===== src/rtl/aes_round_key_buffer.sv =====
// ---------------------------------------------------------------------------
// aes_round_key_buffer
//   Collects the byte-serial round-key stream from the key-expansion unit,
//   packs it into 128-bit round keys, stores rounds 0..NUM_ROUNDS and replays
//   them to the round datapath forward (encrypt) or reverse (decrypt) over a
//   valid/ready handshake.
//   Revision: 1.0
// ---------------------------------------------------------------------------
`default_nettype none

module aes_round_key_buffer #(
  parameter int NUM_ROUNDS = 10,
  parameter int KEY_BYTES  = 16
) (
  input  logic                                clk,
  input  logic                                rst,
  input  logic                                flush,
  input  logic                                kb_valid,
  input  logic [7:0]                          kb_data,
  output logic                                keys_ready,
  input  logic                                start,
  input  logic                                decrypt,
  output logic                                rk_valid,
  input  logic                                rk_ready,
  output logic [KEY_BYTES*8-1:0]              rk_data,
  output logic [$clog2(NUM_ROUNDS+1)-1:0]     rk_round,
  output logic                                rk_last,
  output logic                                ovf_err
);

  localparam int KW = KEY_BYTES * 8;
  localparam int RW = $clog2(NUM_ROUNDS + 1);
  localparam int BW = $clog2(KEY_BYTES);
  localparam logic [RW-1:0] LAST_RND  = RW'(NUM_ROUNDS);
  localparam logic [BW-1:0] LAST_BYTE = BW'(KEY_BYTES - 1);

  typedef enum logic [1:0] {
    ST_FILL  = 2'd0,
    ST_IDLE  = 2'd1,
    ST_SERVE = 2'd2
  } state_t;

  state_t           state_q;
  logic [BW-1:0]    byte_cnt_q;
  logic [RW-1:0]    wr_round_q;
  logic [KW-9:0]    pack_q;        // holds the first KEY_BYTES-1 bytes of a key
  logic [KW-1:0]    mem_q [0:NUM_ROUNDS];
  logic             dir_q;
  logic [RW-1:0]    rd_round_q;
  logic             keys_ready_q;
  logic             rk_valid_q;
  logic [KW-1:0]    rk_data_q;
  logic [RW-1:0]    rk_round_q;
  logic             rk_last_q;
  logic             ovf_err_q;

  logic             kb_accept;
  logic             word_done;
  logic [KW-1:0]    word_full;
  logic             start_go;
  logic             accept;
  logic             dir_d;
  logic [RW-1:0]    rd_round_d;
  logic             last_d;
  logic [KW-1:0]    rd_key;

  // Byte acceptance, next read pointer and the key it selects. The output
  // registers load from the *next* pointer so a new key appears one cycle
  // after start or after a handshake, giving one key per cycle.
  always_comb begin
    kb_accept  = (state_q == ST_FILL) && kb_valid && !flush;
    word_done  = kb_accept && (byte_cnt_q == LAST_BYTE);
    word_full  = {pack_q, kb_data};
    start_go   = (state_q == ST_IDLE) && start;
    accept     = (state_q == ST_SERVE) && rk_valid_q && rk_ready;
    dir_d      = start_go ? decrypt : dir_q;
    rd_round_d = rd_round_q;
    if (start_go) begin
      rd_round_d = decrypt ? LAST_RND : '0;
    end else if (accept && !rk_last_q) begin
      rd_round_d = dir_q ? (rd_round_q - 1'b1) : (rd_round_q + 1'b1);
    end
    last_d = dir_d ? (rd_round_d == '0) : (rd_round_d == LAST_RND);
    rd_key = mem_q[rd_round_d];
  end

  // Key storage: written once per completed key, contents need no reset.
  always_ff @(posedge clk) begin
    if (word_done) begin
      mem_q[wr_round_q] <= word_full;
    end
  end

  // Control FSM with registered outputs; flush outranks every other input.
  always_ff @(posedge clk or posedge rst) begin
    if (rst) begin
      state_q      <= ST_FILL;
      byte_cnt_q   <= '0;
      wr_round_q   <= '0;
      pack_q       <= '0;
      dir_q        <= 1'b0;
      rd_round_q   <= '0;
      keys_ready_q <= 1'b0;
      rk_valid_q   <= 1'b0;
      rk_data_q    <= '0;
      rk_round_q   <= '0;
      rk_last_q    <= 1'b0;
      ovf_err_q    <= 1'b0;
    end else if (flush) begin
      state_q      <= ST_FILL;
      byte_cnt_q   <= '0;
      wr_round_q   <= '0;
      keys_ready_q <= 1'b0;
      rk_valid_q   <= 1'b0;
      rk_last_q    <= 1'b0;
      ovf_err_q    <= 1'b0;
    end else begin
      case (state_q)
        ST_FILL: begin
          if (kb_valid) begin
            pack_q <= {pack_q[KW-17:0], kb_data};
            if (byte_cnt_q == LAST_BYTE) begin
              byte_cnt_q <= '0;
              wr_round_q <= wr_round_q + 1'b1;
              if (wr_round_q == LAST_RND) begin
                state_q      <= ST_IDLE;
                keys_ready_q <= 1'b1;
              end
            end else begin
              byte_cnt_q <= byte_cnt_q + 1'b1;
            end
          end
        end

        ST_IDLE: begin
          if (kb_valid) begin
            ovf_err_q <= 1'b1;
          end
          if (start) begin
            dir_q      <= dir_d;
            rd_round_q <= rd_round_d;
            rk_valid_q <= 1'b1;
            rk_data_q  <= rd_key;
            rk_round_q <= rd_round_d;
            rk_last_q  <= last_d;
            state_q    <= ST_SERVE;
          end
        end

        ST_SERVE: begin
          if (kb_valid) begin
            ovf_err_q <= 1'b1;
          end
          if (accept) begin
            if (rk_last_q) begin
              rk_valid_q <= 1'b0;
              rk_last_q  <= 1'b0;
              state_q    <= ST_IDLE;
            end else begin
              rd_round_q <= rd_round_d;
              rk_data_q  <= rd_key;
              rk_round_q <= rd_round_d;
              rk_last_q  <= last_d;
            end
          end
        end

        default: begin
          state_q <= ST_FILL;
        end
      endcase
    end
  end

  assign keys_ready = keys_ready_q;
  assign rk_valid   = rk_valid_q;
  assign rk_data    = rk_data_q;
  assign rk_round   = rk_round_q;
  assign rk_last    = rk_last_q;
  assign ovf_err    = ovf_err_q;

endmodule

`default_nettype wire


===== config.mk =====
export PLATFORM = sky130hd
export DESIGN_NAME = aes_round_key_buffer
export DESIGN_NICKNAME = d
export VERILOG_FILES = /design/src/rtl/aes_round_key_buffer.sv
export SDC_FILE = /design/constraint.sdc
export NUM_CORES = 2
export LEC_CHECK = 0
export ABC_AREA = 0
export BUFFER_PORTS_ARGS = -buffer_cell sky130_fd_sc_hd__buf_2
export CAP_MARGIN = 20
export CELL_PAD_IN_SITES_DETAIL_PLACEMENT = 1
export CELL_PAD_IN_SITES_GLOBAL_PLACEMENT = 1
export CORE_MARGIN = 3
export CORE_UTILIZATION = 55
export CTS_BUF_LIST = sky130_fd_sc_hd__clkbuf_8
export CTS_CLUSTER_SIZE = 20
export DETAILED_ROUTE_END_ITERATION = 10
export GPL_ROUTABILITY_DRIVEN = 1
export HOLD_SLACK_MARGIN = 0.03
export PLACE_DENSITY = 0.93
export SYNTH_ARGS = -nofsm -noshare
export SYNTH_HDL_FRONTEND = slang
export SYNTH_SLANG_ARGS = --single-unit

===== constraint.sdc =====
create_clock -name clk -period 15.17 [get_ports clk]
set_input_delay 3.7925 -clock clk [delete_from_list [all_inputs] [get_ports clk]]
set_output_delay 3.7925 -clock clk [all_outputs]
set_load 0.03 [all_outputs]

Yosys cells after proc, flatten, opt, wreduce, memory -nomap -nowiden
Memories as Yosys holds them, arrays and structs flattened.
Index checks and enable logic that the tools add are counted.

word-level totals
  RAM bits = 1,408
  memories = 1
  word-level logic and storage cells = 110
  input port bits = 15
  register bits after elaboration = 267

memory list
  memory  depth  bits a word  rd ports  clocked after Yosys merged registers in  wr ports  RTL line  source
  mem_q   11     128          1         0                                        1         47        logic [KW-1:0] mem_q [0:NUM_ROUNDS];

cells by class
  multiplexer cells = 50
  reduce and logical (&&, ||, !) cells = 29
  add/sub/neg operators = 4
  bitwise operators = 1
  eq/ne operators = 14

operators by type and width
  kind                                                 number
  two-way mux 128 bit                                  3
  one-hot mux 128 bit (2 select lines)                 1
  two-way mux 4 bit                                    15
  two-way mux 1 bit                                    20
  two-way mux 2 bit                                    7
  adder 4 x 1 -> 4 bit, second input constant          3
  equality test 4 bit, second input constant           3
  != test 3 bit, second input constant                 4
  AND reduction 3 bit                                  4
  nonzero test 2 bit                                   6
  one-hot mux 4 bit (2 select lines)                   1
  AND reduction 4 bit                                  2
  logical AND 1 bit                                    7
  != test 2 bit, second input constant                 3
  != test 3 x 2 -> 1 bit, second input constant        2
  one-hot mux 2 bit (3 select lines)                   1
  AND reduction 6 bit                                  1
  AND reduction 5 bit                                  1
  zero test 4 bit                                      1
  one-hot mux 1 bit (2 select lines)                   2
  AND reduction 2 bit                                  2
  subtractor 4 x 1 -> 4 bit, second input constant     1
  nonzero test 3 bit                                   1
  equality test 2 x 1 -> 1 bit, second input constant  1
  other kinds (5)                                      6

Longest topological paths before layout
  depth after elaboration = 12
  mapped depth = 13

Worst setup path before layout
No wires, ideal clock.

  path type = input to register
  from = input kb_valid
  to = memory mem_q[10][0] (netlist bit), enable pin
  data arrival time = 13.411 ns
  library setup time = 0.772 ns
  cell stages on the path = 6
  required time = 14.398 ns
  buffers on the path = 3
  path slack = 0.987 ns
  path through = nand2_1 -> or2_2 -> clkbuf_1 -> clkbuf_1 -> clkbuf_1 -> nor3_1

between the ends
  word-level cells in the longest chain between the ends = 5

RTL lines
  element                                  RTL line  source
  from (decl)                              18        input logic kb_valid,
  logical AND 1 bit (2 in a row)           71        kb_accept = (state_q == ST_FILL) && kb_valid && !flush;
  logical AND 1 bit                        72        word_done = kb_accept && (byte_cnt_q == LAST_BYTE);
  two-way mux 1 bit                        89        if (word_done) begin
  two-way mux 1 bit (implied by the code)  90        mem_q[wr_round_q] <= word_full;
  to (decl)                                47

No other way between the ends.

Final worst setup path
  from = input rk_ready
  to = register rk_data_q[24], in the netlist rk_data[24]

between the ends
  word-level cells in the longest chain between the ends = 8
  elaborated cells on any way between the ends = 11

RTL lines
  element                               RTL line  source
  from (decl)                           24        input logic rk_ready,
  logical AND 1 bit *                   75        accept = (state_q == ST_SERVE) && rk_valid_q && rk_ready;
  logical AND 1 bit                     80        end else if (accept && !rk_last_q) begin
  two-way mux 4 bit                     80
  two-way mux 4 bit                     78        if (start_go) begin
  memory read (11 x 128 bit)            --
  two-way mux 128 bit                   155       if (rk_last_q) begin
  two-way mux 128 bit                   154       if (accept) begin
  one-hot mux 128 bit (2 select lines)  118       case (state_q)
  to (signal assigned)                  143       rk_data_q <= rd_key;
  to (signal assigned)                  161       rk_data_q <= rd_key;
  to (decl)                             52        logic [KW-1:0] rk_data_q;

Mark *: on every way between the ends. The rest lies on a longest branch, timed or not. The select of a mux whose other input is x is not followed.
A chain may end at the register's enable or synchronous reset.

==> flow_results.org <==
** Critical path
- Among the stages of the critical path, the cell type that occurs most often is buf_4.
- Maximum single-stage delay on the critical path :: 960 ps
- The worst setup path is captured at a flop.
- STA classifies the critical path startpoint as a primary input.
- Among all stages on the critical path, the largest delay is contributed by buf_4.
- The critical path is of the primary input to flop type.
- Crit-path cells :: buf_2 > and4b_1 > mux2i_4 > buf_4 > buf_12 > buf_4 > mux2i_1 > a32oi_1 > nand3_1 > o211ai_1
- Data on the critical path is required at its endpoint by 16,040 ps.
- For the worst setup path, the data arrival time is 8410 ps.
- Crit Path Max Fanout :: 190

** Layout
- Multi-input logic area :: 0.0139 mm²
- Registers take 0.0490 mm².
- Fin nets :: 4,616
- Total of fill cells in the finished design :: 10.5k
- Area added between synthesis and finish :: 11.1%
- Final Core Density :: 61.9%
- Cells with a size suffix above 1 make up 14.8% of the layout.

** STA
- Clock period minus final worst setup slack :: 7530 ps
- Worst slew margin relative to its limit :: 21.4%
- Maximum clock rate :: 0.133 GHz
- The number of pins exceeding their max-slew limit in the final report came to 0.
- Setup TNS :: 0 ps
- Final critical-path share of the clock period :: 49.7%
- Setup violations remaining at the end of the flow were counted as 0.
- Worst-Margin Slew :: 1180 ps
- Setup skew after layout :: 61.5 ps
- The hold violation total from the final report is 0.
- Setup repair after global routing left no endpoint under its margin.

** Floorplanning
- For this design the top-level I/O count stands at 151.
- Number of placement rows :: 124
- Area inside the core boundary :: 0.115 mm²
- DIE AREA :: 0.121 mm²
- In this run the horizontal extent of the chip is 347 µm.
- Once the floorplan was initialized, standard cells occupied 55.7% of the core.
- The die is 347 µm tall.

** Global route
- Global routing used 34.1% of the available tracks.
- Wire length of the first global-routing pass :: 304,000 µm
- Number of antenna violations at the first check in global routing :: 9
- The via count of the first global-routing pass is 46.7k.
- After global routing the overflow that remains totals 0.
- Entering global routing, the biggest net connects 197 pins.

** Detailed routing
- In the routed design, unresolved DRC markers number 0.
- Via total after detailed routing :: 42.3k
- The count of nets left with antenna violations once routing finished came out at 0.
- Number of detailed-route iterations in the first pass :: 6
- Detailed-route wire length :: 206,000 µm
- After detailed routing, the number of vias per cell comes to 6.70.
- Detailed-route wire length per cell :: 32.6 µm
- Number of design-rule violations left by the first detailed-router iteration :: 5,608

** Clock tree
- Number of sinks driven by the clock tree :: 1,675
- Hold-fix buffer count after cts :: 0
- CTS built an H-tree with a depth of 5.
- CTS Buffer Depth :: 4
- CTS root buf :: clkbuf_8
- TritonCTS built the clock tree.
- Once the clock tree was built, the setup fixing pass inserted 0 buffers.
- Clock-pin slew was measured on the worst setup and hold paths at 60 ps.
- Post_cts resized :: 0
- In this run, CTS created clock tree buffers numbering 279.
- For the worst-skew pair, the clock arrives at the later sink with an insertion delay of 1000 ps.

** Run status
- Outcome :: finished clean

** Power and ir drop
- Worst voltage drop across the vdd grid :: 0.151 mV
- For this design the static power due to leakage is 26.8 nW.
- Power spread over the standard cell area amounts to 188 mW/mm².

** Yosys
- Combined area of all synthesized cells :: 0.0641 mm²
- Ys Warns :: 0
- Post-synthesis async set-or-reset flop share :: 15.9%
- Dividing the synthesized area by the synthesized cell count gives 14.6 µm².
- Post-synthesis register bit count :: 1,675
- The synthesized design contains 1,408 enable-type register cells.
- After synthesis, flip-flops and latches occupy 76.4% of the total area.
- Number of distinct library cells after synthesis :: 52
- Synthesis produced a netlist whose cell count is 4,399.
- Net count of the mapped netlist :: 4,425
- Among all flip-flop cells after synthesis, the most frequent one is edfxtp_1.

** Placed design
- Routability-driven placement finished with a final weighted congestion of 0.744.
- The wire-length estimate of the detail-placed layout is 92,100 µm.
- In this run the tool buffered the top-level ports with 150 buffer cells.

** Min path
- In this run the worst hold path is classified as flop to flop.

** Job
- Across the run, the number of max-cap violations was 0.
[sequential cells by signal (all words and copies together), names as in the netlist, 2 cells and up]
signal / flops
mem_q: 1408
rk_round: 4
pack_q: 120
wr_round_q: 4
byte_cnt_q: 4
state_q: 2
rk_data: 128
[cell families after synthesis]
logic type	after synthesis	synth area share [%]
adders and majority gates	11	0.226
and+or+nand+nor	1730	11.3
muxes	262	4.34
xor gates and xnor gates	7	0.0957
buffers and inverters	297	2.20
AOI/OAI and AO/OA	417	5.48
DFF	1675	76.4
[report_power, final]
part	total, W	leakage, nW	switching [W]	internal, W
sequential	0.00640	16.3	0.000726	0.00567
clock	0.00382	3.01	0.00188	0.00194
combinational	0.00320	7.47	0.00235	0.000856
total	0.0134	26.8	0.00495	0.00847
[area by class of cell]
cell class / instances / share of cell area (%)
flip-flops and latches: 1675 / 68.7
clock buffers: 314 / 6.07
multi-input cells: 2427 / 19.5
repair buffers: 199 / 1.85
inverters: 8 / 0.0527
well taps: 1512 / 2.66
diodes: 10 / 0.0351
clock inverters: 169 / 1.07
[cell usage after synthesis (3+ instances only)]
library cell / n / share of area, %
edfxtp_1: 1408 / 66
nand2_1: 1160 / 6.8
nand3_1: 515 / 4.0
dfrtp_1: 267 / 10
mux2i_1: 136 / 2.1
a32oi_1: 127 / 1.7
o2111ai_1: 127 / 1.7
mux2_2: 125 / 2.2
buf_2: 118 / 0.92
clkbuf_1: 118 / 0.69
o211ai_1: 110 / 1.3
buf_1: 24 / 0.14
nor2_1: 24 / 0.14
buf_4: 20 / 0.23
o211ai_2: 18 / 0.35
ha_1: 10 / 0.20
nor3_1: 10 / 0.078
a21oi_1: 9 / 0.070
o21ai_0: 9 / 0.070
buf_6: 8 / 0.14
inv_1: 8 / 0.047
xor2_1: 5 / 0.068
nand2b_1: 3 / 0.029
nand4_1: 3 / 0.029
or3_1: 3 / 0.029
[critical path: cells and delay by family]
| kind | cells | cell delay, ps |
|---|---|---|
| buffers and inverters | 4 | 2500 |
| and+or+nand+nor | 2 | 800 |
| muxes | 2 | 540 |
| AOI/OAI and AO/OA | 2 | 560 |
[per-layer routing]
| metal | part of all wire (%) | vias to the layer above | track usage, % |
|---|---|---|---|
| li1 | - | 16900 | - |
| met1 | 34 | 21400 | 41.0 |
| met2 | 51 | 3213 | 58.0 |
| met3 | 9.6 | 794 | 6.08 |
| met4 | 5.6 | 0 | 19.9 |
| met5 | 0 | - | 0 |
[through the flow]
step,std cells,hold WS [ps],power (W),instance area [µm²],setup WS (ps)
floorplan,4399,525,0.00817,64100,987
global placement,5820,469,0.00918,66100,7210
detailed placement,5820,483,0.00948,66100,6910
CTS,6303,497,0.0134,71200,7820
global route,6307,530,0.0138,71200,7520
finish,6314,492,0.0134,71200,7640
[final timing paths]
check,endpoint,from,slack [ps],cells past startpoint
setup / recovery,rk_data[24],rk_ready,7640,10
hold / removal,rk_data[120],rk_data[120],490,2
max in group asynchronous,pack_q[100],rst,10490,3
setup reg to reg,rk_data[24],state_q[0],9660,11
hold reg to reg,rk_data[120],rk_data[120],490,2
min in group asynchronous,rk_data[36],rst,3010,2
[cell usage in the layout, fill, tap and decap left out, drive strengths merged, types with 2 or more instances in the layout]
| master | n |
|---|---|
| clkinvlp | 3 |
| o221ai | 2 |
| nor2 | 24 |
| a31oi | 3 |
| a21oi | 9 |
| bufinv | 3 |
| a21boi | 2 |
| clkbuf | 314 |
| and2 | 2 |
| o2111ai | 127 |
| a32oi | 127 |
| ha | 10 |
| o21ai | 11 |
| or3 | 3 |
| nand3 | 515 |
| a211oi | 2 |
| clkinv | 53 |
| mux2 | 126 |
| buf | 199 |
| o211ai | 128 |
| xor2 | 5 |
| dfrtp | 267 |
| edfxtp | 1408 |
| nand4 | 3 |
| nand2 | 1161 |
| diode | 10 |
| inv | 118 |
| nand2b | 3 |
| nor3 | 10 |
| xnor2 | 2 |
| mux2i | 136 |
No activity file was read; power rests on OpenSTA's default activity.
